===== config.mk =====
export PLATFORM = sky130hd
export DESIGN_NAME = mult_alu_sequencer_flat
export DESIGN_NICKNAME = d
export VERILOG_FILES = /design/src/rtl/mult_alu_sequencer_if.sv /design/src/rtl/mult_alu_sequencer.sv /design/src/flat_wrapper.sv
export SDC_FILE = /design/constraint.sdc
export NUM_CORES = 1
export LEC_CHECK = 0
export ABC_AREA = 1
export BUFFER_PORTS_ARGS = -buffer_cell sky130_fd_sc_hd__buf_2
export CORE_MARGIN = 2
export CORE_UTILIZATION = 45
export CTS_CLUSTER_DIAMETER = 120
export DETAILED_ROUTE_END_ITERATION = 8
export PLACE_DENSITY = 0.66
export SETUP_SLACK_MARGIN = 0.5
export SYNTH_ARGS = -nofsm -noshare
export SYNTH_HDL_FRONTEND = slang
export SYNTH_SLANG_ARGS = --single-unit

===== constraint.sdc =====
create_clock -name clk -period 2.65 [get_ports clk]
set_clock_uncertainty 0.1 [all_clocks]
set_input_delay 0.53 -clock clk [delete_from_list [all_inputs] [get_ports clk]]
set_output_delay 0.53 -clock clk [all_outputs]
set_load 0.05 [all_outputs]

===== src/rtl/mult_alu_sequencer_if.sv =====
// Execute-stage multiply bundle: operand request from the pipeline, borrowed ALU path, HI/LO result.
interface mult_alu_sequencer_if #(
    parameter int WIDTH = 32
);
    logic             start;
    logic             sgn;
    logic [WIDTH-1:0] srca;
    logic [WIDTH-1:0] srcb;
    logic             abort;
    logic [WIDTH-1:0] alu_y;
    logic             alu_grant;
    logic [WIDTH-1:0] alu_a;
    logic [WIDTH-1:0] alu_b;
    logic [2:0]       alu_f;
    logic             busy;
    logic             done;
    logic [WIDTH-1:0] hi;
    logic [WIDTH-1:0] lo;

    modport master (
        output start, sgn, srca, srcb, abort, alu_y,
        input  alu_grant, alu_a, alu_b, alu_f, busy, done, hi, lo
    );

    modport slave (
        input  start, sgn, srca, srcb, abort, alu_y,
        output alu_grant, alu_a, alu_b, alu_f, busy, done, hi, lo
    );
endinterface


===== src/rtl/mult_alu_sequencer.sv =====
// Shift-and-add multiplier that borrows the execute ALU for accumulation and holds HI/LO.
// Start-to-done is WIDTH+3 cycles; busy stalls the pipeline and start is ignored while busy.
module mult_alu_sequencer #(
    parameter int         WIDTH   = 32,
    parameter logic [2:0] ALU_ADD = 3'b010
) (
    input logic                  clk,
    input logic                  rst,
    mult_alu_sequencer_if.slave  bus
);
    localparam int CW = $clog2(WIDTH);
    localparam int PW = 2 * WIDTH;

    localparam logic [2:0] IDLE = 3'd0;
    localparam logic [2:0] PREP = 3'd1;
    localparam logic [2:0] ITER = 3'd2;
    localparam logic [2:0] NEG  = 3'd3;
    localparam logic [2:0] DONE = 3'd4;

    logic [2:0]       state;
    logic [WIDTH-1:0] aReg;
    logic [WIDTH-1:0] bReg;
    logic             sgnReg;
    logic             negReg;
    logic [WIDTH-1:0] mcand;
    logic [WIDTH-1:0] acc;
    logic [WIDTH-1:0] mq;
    logic [CW-1:0]    cnt;
    logic [WIDTH-1:0] hiReg;
    logic [WIDTH-1:0] loReg;

    logic [WIDTH-1:0] aMag;
    logic [WIDTH-1:0] bMag;
    logic [WIDTH-1:0] iterSum;
    logic             iterCarry;
    logic [PW-1:0]    prodFinal;
    logic             inFlight;

    // The most negative value maps to itself, which is the correct unsigned magnitude.
    assign aMag = (sgnReg && aReg[WIDTH-1]) ? (~aReg + WIDTH'(1)) : aReg;
    assign bMag = (sgnReg && bReg[WIDTH-1]) ? (~bReg + WIDTH'(1)) : bReg;

    // The ALU drops its carry-out; an unsigned wrap below acc recovers it.
    always_comb begin
        iterSum   = acc;
        iterCarry = 1'b0;
        if (mq[0]) begin
            iterSum   = bus.alu_y;
            iterCarry = (bus.alu_y < acc);
        end
    end

    assign prodFinal = negReg ? (~{acc, mq} + PW'(1)) : {acc, mq};
    assign inFlight  = (state == PREP) || (state == ITER) || (state == NEG);

    always_ff @(posedge clk or negedge rst) begin
        if (!rst) begin
            state  <= IDLE;
            aReg   <= '0;
            bReg   <= '0;
            sgnReg <= 1'b0;
            negReg <= 1'b0;
            mcand  <= '0;
            acc    <= '0;
            mq     <= '0;
            cnt    <= '0;
            hiReg  <= '0;
            loReg  <= '0;
        end else begin
            case (state)
                IDLE, DONE: begin
                    if (bus.abort) begin
                        state <= IDLE;
                    end else if (bus.start) begin
                        aReg   <= bus.srca;
                        bReg   <= bus.srcb;
                        sgnReg <= bus.sgn;
                        state  <= PREP;
                    end else begin
                        state <= IDLE;
                    end
                end
                PREP: begin
                    if (bus.abort) begin
                        state <= IDLE;
                    end else begin
                        mcand  <= aMag;
                        mq     <= bMag;
                        acc    <= '0;
                        cnt    <= '0;
                        negReg <= sgnReg & (aReg[WIDTH-1] ^ bReg[WIDTH-1]);
                        state  <= ITER;
                    end
                end
                ITER: begin
                    if (bus.abort) begin
                        state <= IDLE;
                    end else begin
                        acc <= {iterCarry, iterSum[WIDTH-1:1]};
                        mq  <= {iterSum[0], mq[WIDTH-1:1]};
                        cnt <= cnt + CW'(1);
                        if (cnt == CW'(WIDTH - 1)) begin
                            state <= NEG;
                        end
                    end
                end
                NEG: begin
                    if (bus.abort) begin
                        state <= IDLE;
                    end else begin
                        {acc, mq}      <= prodFinal;
                        {hiReg, loReg} <= prodFinal;
                        state          <= DONE;
                    end
                end
                default: state <= IDLE;
            endcase
        end
    end

    assign bus.alu_grant = (state == ITER);
    assign bus.alu_a     = bus.alu_grant ? acc : '0;
    assign bus.alu_b     = bus.alu_grant ? mcand : '0;
    assign bus.alu_f     = ALU_ADD;
    assign bus.busy      = inFlight;
    assign bus.done      = (state == DONE);
    assign bus.hi        = hiReg;
    assign bus.lo        = loReg;
endmodule


===== src/flat_wrapper.sv =====
// flat-port wrapper written by rule: the top's interface ports become plain ports
module mult_alu_sequencer_flat 
#(
    parameter int         WIDTH   = 32,
    parameter logic [2:0] ALU_ADD = 3'b010
)
  (clk, rst, bus_start, bus_sgn, bus_srca, bus_srcb, bus_abort, bus_alu_y, bus_alu_grant, bus_alu_a, bus_alu_b, bus_alu_f, bus_busy, bus_done, bus_hi, bus_lo);
  mult_alu_sequencer_if #(.WIDTH(WIDTH)) bus_i ();
  input logic clk;
  input logic rst;
  input wire logic [$bits(bus_i.start)-1:0] bus_start;
  input wire logic [$bits(bus_i.sgn)-1:0] bus_sgn;
  input wire logic [$bits(bus_i.srca)-1:0] bus_srca;
  input wire logic [$bits(bus_i.srcb)-1:0] bus_srcb;
  input wire logic [$bits(bus_i.abort)-1:0] bus_abort;
  input wire logic [$bits(bus_i.alu_y)-1:0] bus_alu_y;
  output wire logic [$bits(bus_i.alu_grant)-1:0] bus_alu_grant;
  output wire logic [$bits(bus_i.alu_a)-1:0] bus_alu_a;
  output wire logic [$bits(bus_i.alu_b)-1:0] bus_alu_b;
  output wire logic [$bits(bus_i.alu_f)-1:0] bus_alu_f;
  output wire logic [$bits(bus_i.busy)-1:0] bus_busy;
  output wire logic [$bits(bus_i.done)-1:0] bus_done;
  output wire logic [$bits(bus_i.hi)-1:0] bus_hi;
  output wire logic [$bits(bus_i.lo)-1:0] bus_lo;
  assign bus_i.start = bus_start;
  assign bus_i.sgn = bus_sgn;
  assign bus_i.srca = bus_srca;
  assign bus_i.srcb = bus_srcb;
  assign bus_i.abort = bus_abort;
  assign bus_i.alu_y = bus_alu_y;
  assign bus_alu_grant = bus_i.alu_grant;
  assign bus_alu_a = bus_i.alu_a;
  assign bus_alu_b = bus_i.alu_b;
  assign bus_alu_f = bus_i.alu_f;
  assign bus_busy = bus_i.busy;
  assign bus_done = bus_i.done;
  assign bus_hi = bus_i.hi;
  assign bus_lo = bus_i.lo;
  mult_alu_sequencer #(.WIDTH(WIDTH), .ALU_ADD(ALU_ADD)) u_core (.clk(clk), .rst(rst), .bus(bus_i));
endmodule

==> results by group, run 1 <==
Critical path
  – Reg2reg path depth: 12
  – Worst-path maximum fanout: 20
  – Reg2reg setup slack: roughly 0.50 ns
  – Crit path DAT: between 1.5 and 2 ns
  – CP Cell Sequence: nor2_4 > inv_2 > nor2_4 > inv_8 > buf_12 > nor2_4 > buf_6
  – Critical-path top delay cell: dfrtp_1
  – Capture point of the worst path: bus_alu_a[10]
  – Worst reg2reg path endpoint: u_core.acc[13]$_DFFE_PN0P_
  – CP endpoint kind: output pin
  – Crit path kind: flop to output pin
  – Largest stage delay on the critical path: 0.41 ns
  – Launch point of the worst path: u_core.state[2]$_DFFE_PN0P_
  – Crit start category: flop
  – Most used cell, CP: nor2_4
  – Worst r2r src: u_core.acc[0]$_DFFE_PN0P_
  – Worst endpoint required time: slightly above 2 ns

Drt
  – Pre-Repair DR Iteration Count: 8
  – Post-DRT Antenna Nets: 0
  – Final Routed Wirelength: between 50 and 60 mm
  – DRC: 0
  – DR vias: around 16000
  – Initial drt markers: between 1000 and 1500
  – Number of vias per cell: about 5.4
  – Drt wl/cell: about 17 µm

CTS
  – TritonCTS clock tree: yes
  – H-Tree Depth: 1
  – Clk sinks: roughly 230
  – CTS Buffer Depth: 3
  – Clk root buf: clkbuf_16
  – Worst skew pair latency: 0.55 ns
  – Total CTS buffers: 27
  – Clk slew on worst S/H paths: ~0.06 ns

Timing
  – Setup tns final: 0 ns
  – Unrepaired setup endpoints after global routing: yes
  – Min cycle time layout: 2.55 ns
  – Final count of hold timing violations: 0
  – Slew headroom: 0.558
  – Final setup fails: 0
  – Tcrit/Tclk final: 0.961
  – Measured slew at the worst slew-check pin: 0.662 ns
  – Peak Freq: around 0.39 GHz
  – Final Max Slew Viols: 0

Pwr
  – P_sw: about 10 mW
  – Sw Share: 0.497
  – Clock share of power: 0.181
  – Worst vdd rail ir drop: between 0.0005 and 0.0006 V
  – Leakage: a little over 9 nW
  – Pwr dens: around 1000 mW/mm²
  – Comb power frac: 0.515
  – Sequential share of power: 0.304
  – Internal: just over 10 mW

Placed design
  – Final GP Congestion: 0.927
  – Number of port buffers: about 230
  – DP HPWL: ~36 mm
  – Area after DPL: 0.0172 mm²
  – Dpl cells: between 2000 and 3000

Synthesis
  – Post-synth top area share: 0.390
  – Synth area leaders: dfrtp_1 (39%), nand2_1 (16%), nor2_1 (7.4%)
  – Largest area contributor in the netlist: dfrtp_1
  – Sequential share of the synthesized area: 0.390
  – Synthesized area: approximately 0.015 mm²
  – Synth Area in Simple Gates: 0.338
  – Post-synth EDFFs: 0
  – Largest family of logic cells by synthesized area: simple AND/OR/NAND/NOR gates
  – Most frequent cell after synthesis: nand2_1
  – Yosys reg bits: between 200 and 250
  – Synthesized instance count: roughly 2200
  – Synth Flop Type: dfrtp_1
  – Synth top cells by count: nand2_1 (627), nor2_1 (298), dfrtp_1 (234), inv_1 (208), nand3_1 (205)
  – Post-synthesis cell type count: 48
  – Post-synthesis xor/xnor area fraction: 0.0187
  – Post-synthesis compound-gate area fraction: 0.132
  – Synth Area in Adders: 0.0300
  – Mux cell area share after synthesis: 0.00900
  – Synth Area per Inst: slightly below 7 µm²
  – YS warnings: 0
  – Post-synth ARST share: 1.00

GRT
  – First-pass GRT wire length: between 80 and 90 mm
  – Vias in the first global route: approximately 15000
  – GRT overflow: 0
  – GRT Overall Usage: 0.283
  – Largest net degree at the start of global routing: 68
  – Initial antenna violation count: 4

Layout
  – Layout cells sized above 1: 0.224
  – Finished Layout Cells: around 2900
  – Final instance area: approximately 0.019 mm²
  – Synth-to-Final Area Change: 28.4%
  – NumNets Final: about 2600

Flow run
  – Maxcap violations: 0

Die
  – Site Rows: between 60 and 70
  – Die Ht: around 190 µm
  – Initial Util: 0.459
  – Die ar.: 0.0348 mm²
  – Die width: around 190 µm
  – Top Ports: between 200 and 250
  – Core area: between 0.03 and 0.04 mm²

Run status
  – Status: complete, no violations

Min path
  – Worst Hold Class: primary input to flop
==> flip-flops by register name, summed over array words and instances, names as in the netlist <==
name,flops
u_core.aReg,32
u_core.acc,32
u_core.bReg,32
u_core.bus.hi,32
u_core.bus.lo,32
u_core.mcand,32
u_core.mq,32
u_core.cnt,5
u_core.state,3
u_core.negReg,1
u_core.sgnReg,1
==> how the worst min path moves through the flow <==
| stage | startpoint | to | slack, ns | depth (start not counted) |
|---|---|---|---|---|
| after floorplan | rst | u_core.aReg[0]$_DFFE_PN0P_ | 0.13 | 0 |
| after global placement | u_core.bus.hi[24]$_DFFE_PN0P_ | u_core.bus.hi[24]$_DFFE_PN0P_ | 0.36 | 2 |
| after detailed placement | u_core.bus.lo[27]$_DFFE_PN0P_ | u_core.bus.lo[27]$_DFFE_PN0P_ | 0.37 | 2 |
| after CTS | bus_srca[11] | u_core.aReg[11]$_DFFE_PN0P_ | 0.10 | 2 |
| after global routing | bus_srca[15] | u_core.aReg[15]$_DFFE_PN0P_ | 0.12 | 2 |
| final | bus_srca[11] | u_core.aReg[11]$_DFFE_PN0P_ | 0.13 | 2 |
==> stage by stage <==
step | setup WS [ns] | utilization | power, mW | hold slack, ns
after global placement | 0.320 | 0.525 | 15.5 | 0.360
after floorplan | 0.297 | - | 13.0 | 0.134
after global routing | 0.0204 | 0.589 | 21.5 | 0.120
final | 0.104 | 0.589 | 20.1 | 0.127
after detailed placement | 0.296 | 0.525 | 15.7 | 0.370
after CTS | 0.0763 | 0.570 | 19.7 | 0.102
==> critical path, delay by kind of cell (launching register included) <==
family / cells / cell delay (ns)
buf+inv: 4 / 0.50
simple gates: 3 / 0.45
flops: 1 / 0.41
==> routing by layer <==
metal	track usage	routed length (µm)	vias to the layer above	share of wire
li1	-	-	7651	-
met1	0.402	22500	7496	0.45
met2	0.451	22900	565	0.45
met3	0.0391	3360	129	0.067
met4	0.0852	1700	6	0.034
met5	0	28	-	0.00055
==> area by class of cell <==
| class | count | area (µm²) |
|---|---|---|
| tap | 442 | 553 |
| timing repair buffer | 299 | 2330 |
| clock inverter | 8 | 92.6 |
| inverter | 220 | 850 |
| sequential | 234 | 5870 |
| antenna | 1 | 2.50 |
| fill | 3145 | 13400 |
| multi-input combinational | 1672 | 8830 |
| clock buffer | 40 | 744 |
==> layout by cell type (no fill, tap or decap), drive strengths merged, types with 2 or more instances in the layout <==
master | synthesis | final
o2111ai | 4 | 4
clkinvlp | 0 | 4
conb | 2 | 3
xnor2 | 3 | 3
nor3 | 22 | 22
nand4 | 28 | 28
inv | 217 | 216
o22ai | 11 | 11
bufinv | 0 | 2
nor2 | 310 | 311
o211ai | 3 | 3
clkbuf | 43 | 41
or2 | 3 | 3
o21a | 3 | 3
o21ai | 218 | 218
nand2 | 635 | 635
dfrtp | 234 | 234
a21oi | 119 | 119
xor2 | 29 | 29
a22o | 3 | 3
nand3b | 3 | 3
a21boi | 5 | 5
o31ai | 2 | 2
buf | 51 | 297
clkinv | 3 | 6
ha | 36 | 36
o221ai | 2 | 2
nand3 | 209 | 209
mux2 | 12 | 12
==> power groups by stage <==
stage / Combinational, mW / Sequential (mW) / Clock, mW
2_1_floorplan: 5.57 / 7.41 / 0
3_3_place_gp: 9.51 / 6.01 / 0
3_5_place_dp: 9.65 / 6.04 / 0
4_1_cts: 9.93 / 6.00 / 3.72
5_1_grt: 11.4 / 6.28 / 3.87
6_report: 10.4 / 6.12 / 3.65
==> logic make-up after synthesis <==
| logic type | Yosys count |
|---|---|
| DFF | 234 |
| xor gates and xnor gates | 32 |
| and+or+nand+nor | 1214 |
| muxes | 12 |
| other | 2 |
| buffers and inverters | 314 |
| AOI/OAI and AO/OA | 374 |
| adders and majority gates | 36 |
==> timing repair <==
action                                  4_1_cts  5_1_grt
hold buffers                                  1        0
pin swaps                                     4       16
endpoints found under the setup margin       89      166
buffers inserted                              6       21
resized for setup                           168      133
endpoints found under the hold margin        52        0
gates cloned                                  1        2
Note: power is estimated with default switching activity, not from simulation.
==> inputs of run 2 (changes only) <==
--- a/config.mk
+++ b/config.mk
@@ -7,6 +7,7 @@
 export LEC_CHECK = 0
 export ABC_AREA = 1
 export BUFFER_PORTS_ARGS = -buffer_cell sky130_fd_sc_hd__buf_2
+export CAP_MARGIN = 10
 export CORE_MARGIN = 2
 export CORE_UTILIZATION = 45
 export CTS_CLUSTER_DIAMETER = 120
==> constraint.sdc (replaced) <==
create_clock -name clk -period 2.65 [get_ports clk]
set_clock_uncertainty 0.1 [all_clocks]
set_input_delay 0.3975 -clock clk [delete_from_list [all_inputs] [get_ports clk]]
set_output_delay 0.3975 -clock clk [all_outputs]
set_load 0.05 [all_outputs]
==> run 2 against run 1 <==
Effect of this change: cell count is 1.8% higher; sequential cell count is the same; critical path type unchanged; total power increased by 3.1%.
==> results by group, run 2 (synthesis results as in run 1) <==
Run status
  – Status: complete, no violations

Die
  – Site Rows: 66
  – Die ar.: 0.0348 mm²
  – Die width: approximately 190 µm
  – Top Ports: 235
  – Die Ht: approximately 190 µm
  – Core area: 0.0327 mm²
  – Initial Util: 0.459

Critical path
  – Crit start category: flop
  – CP endpoint kind: output pin
  – Crit path kind: flop to output pin
  – Worst endpoint required time: ~2.2 ns
  – Worst-path maximum fanout: 8
  – Crit path DAT: around 1.9 ns

CTS
  – Worst skew pair latency: ~0.56 ns
  – H-Tree Depth: 1
  – CTS Buffer Depth: 3
  – Clk root buf: clkbuf_16
  – Clk sinks: roughly 230
  – Clk slew on worst S/H paths: about 0.060 ns
  – TritonCTS clock tree: yes
  – Total CTS buffers: 27

Pwr
  – Pwr dens: slightly above 1000 mW/mm²
  – Leakage: 9.66 nW
  – Worst vdd rail ir drop: slightly above 0.0007 V

Layout
  – Synth-to-Final Area Change: 33.3%
  – Final instance area: 0.0200 mm²
  – Layout cells sized above 1: 0.221
  – Most frequent cells in the layout: nand2_1 (621), dfrtp_1 (226), nor2_1 (206)
  – Finished Layout Cells: around 3000
  – Most common cell after layout, fill and taps aside: nand2_1
  – NumNets Final: around 2600

Timing
  – Final count of hold timing violations: 0
  – Final setup fails: 0
  – Peak Freq: 0.412 GHz
  – Measured slew at the worst slew-check pin: ~0.63 ns
  – Min cycle time layout: ~2.4 ns
  – Tcrit/Tclk final: 0.915
  – Slew headroom: 0.578
  – Setup tns final: 0 ns
  – Final Max Slew Viols: 0
  – Worst Setup Slack, final: around 0.23 ns
  – Unrepaired setup endpoints after global routing: yes

Drt
  – Drt wl/cell: between 15 and 20 µm
  – Pre-Repair DR Iteration Count: 6
  – Final Routed Wirelength: ~52 mm
  – Number of vias per cell: between 5 and 6
  – DRC: 0
  – DR vias: roughly 16000
  – Post-DRT Antenna Nets: 0
  – Initial drt markers: 1512

GRT
  – First-pass GRT wire length: between 80 and 90 mm
  – Vias in the first global route: around 16000
  – GRT overflow: 0
  – Largest net degree at the start of global routing: 70
  – Initial antenna violation count: 1
  – GRT Overall Usage: 0.293

Placed design
  – Dpl cells: roughly 2800
  – Number of port buffers: ~230
  – Area after DPL: 0.0172 mm²
  – Post-place setup slack: between 0.2 and 0.3 ns
  – Final GP Congestion: between 0.9 and 1
  – DP HPWL: roughly 37 mm

Min path
  – Worst Hold Class: primary input to flop

Flow run
  – Maxcap violations: 0
## run 2: cell count changes in the layout (fill, tap and decap cells not counted), moves of 4 or more
cell | before | now
buf_12 | 8 | 14
buf_16 | 2 | 6
buf_4 | 54 | 43
clkbuf_1 | 11 | 3
dlygate4sd3_1 | 1 | 51
inv_1 | 193 | 186
inv_2 | 20 | 28
nand3_2 | 19 | 23
nor2_1 | 191 | 206
nor2_2 | 38 | 25
o21ai_0 | 188 | 193
o21ai_1 | 24 | 19
## run 2: timing repair
action	in CTS	in global routing
pin swaps	6	19
gates cloned	8	0
resized for setup	172	132
hold buffers	51	0
setup buffers	9	16
endpoints found under the setup margin	113	174
hold endpoints to repair	104	0
## run 2: power by group
| part | switching (mW) | total (mW) | internal [mW] |
|---|---|---|---|
| Clock | 1.61 | 4.10 | 2.49 |
| Sequential | 1.20 | 6.14 | 4.94 |
| Combinational | 7.39 | 10.5 | 3.15 |
## run 2: per-layer routing
layer	vias to the layer above	global-route usage	wire [µm]	share of wire
met3	130	0.0438	3850	0.074
met5	-	0	0	0
met2	685	0.476	23900	0.46
met1	7566	0.396	22400	0.43
li1	7765	-	-	-
met4	0	0.111	1940	0.037
## run 2: critical path, cell delays in order (launching register included)
cell and delay, ns:
dfrtp_1 0.37, inv_2 0.05, nor2_4 0.11, inv_2 0.05, nor2_4 0.11, buf_12 0.16
inv_16 0.06, buf_12 0.15, nor2_4 0.10, buf_6 0.16
## run 2: stage by stage
step | hold WS (ns) | utilization | total power, mW
final | 0.00706 | 0.612 | 20.8
after global routing | 0.0102 | 0.612 | 22.1
after CTS | 0.000270 | 0.596 | 20.3
after detailed placement | 0.270 | 0.526 | 15.7
after global placement | 0.269 | 0.526 | 15.6
after floorplan | 0.00191 | - | 13.0
## run 2: final cells by class
type,count,area [µm²]
timing repair buffer,347,2950
fill,3022,12700
timing repair inverter,3,52.6
tap,442,553
antenna,1,2.50
multi-input combinational,1672,8780
clock inverter,14,209
sequential,234,5870
inverter,220,851
clock buffer,35,756
## run 2: path summary, 6_finish.rpt
path | from | endpoint | slack, ns | cells after the start
max in group asynchronous | rst | u_core.state[2]$_DFFE_PN0P_ | 1.41 | 3
setup reg to reg | u_core.mq[6]$_DFFE_PN0P_ | u_core.mq[19]$_DFFE_PN0P_ | 0.56 | 11
hold / removal | bus_srcb[14] | u_core.bReg[14]$_DFFE_PN0P_ | 0.007 | 3
hold reg to reg | u_core.bus.hi[6]$_DFFE_PN0P_ | u_core.bus.hi[6]$_DFFE_PN0P_ | 0.38 | 2
min in group asynchronous | rst | u_core.bus.lo[21]$_DFFE_PN0P_ | 0.27 | 2
setup / recovery | u_core.state[1]$_DFFE_PN0P_ | bus_alu_b[15] | 0.23 | 9
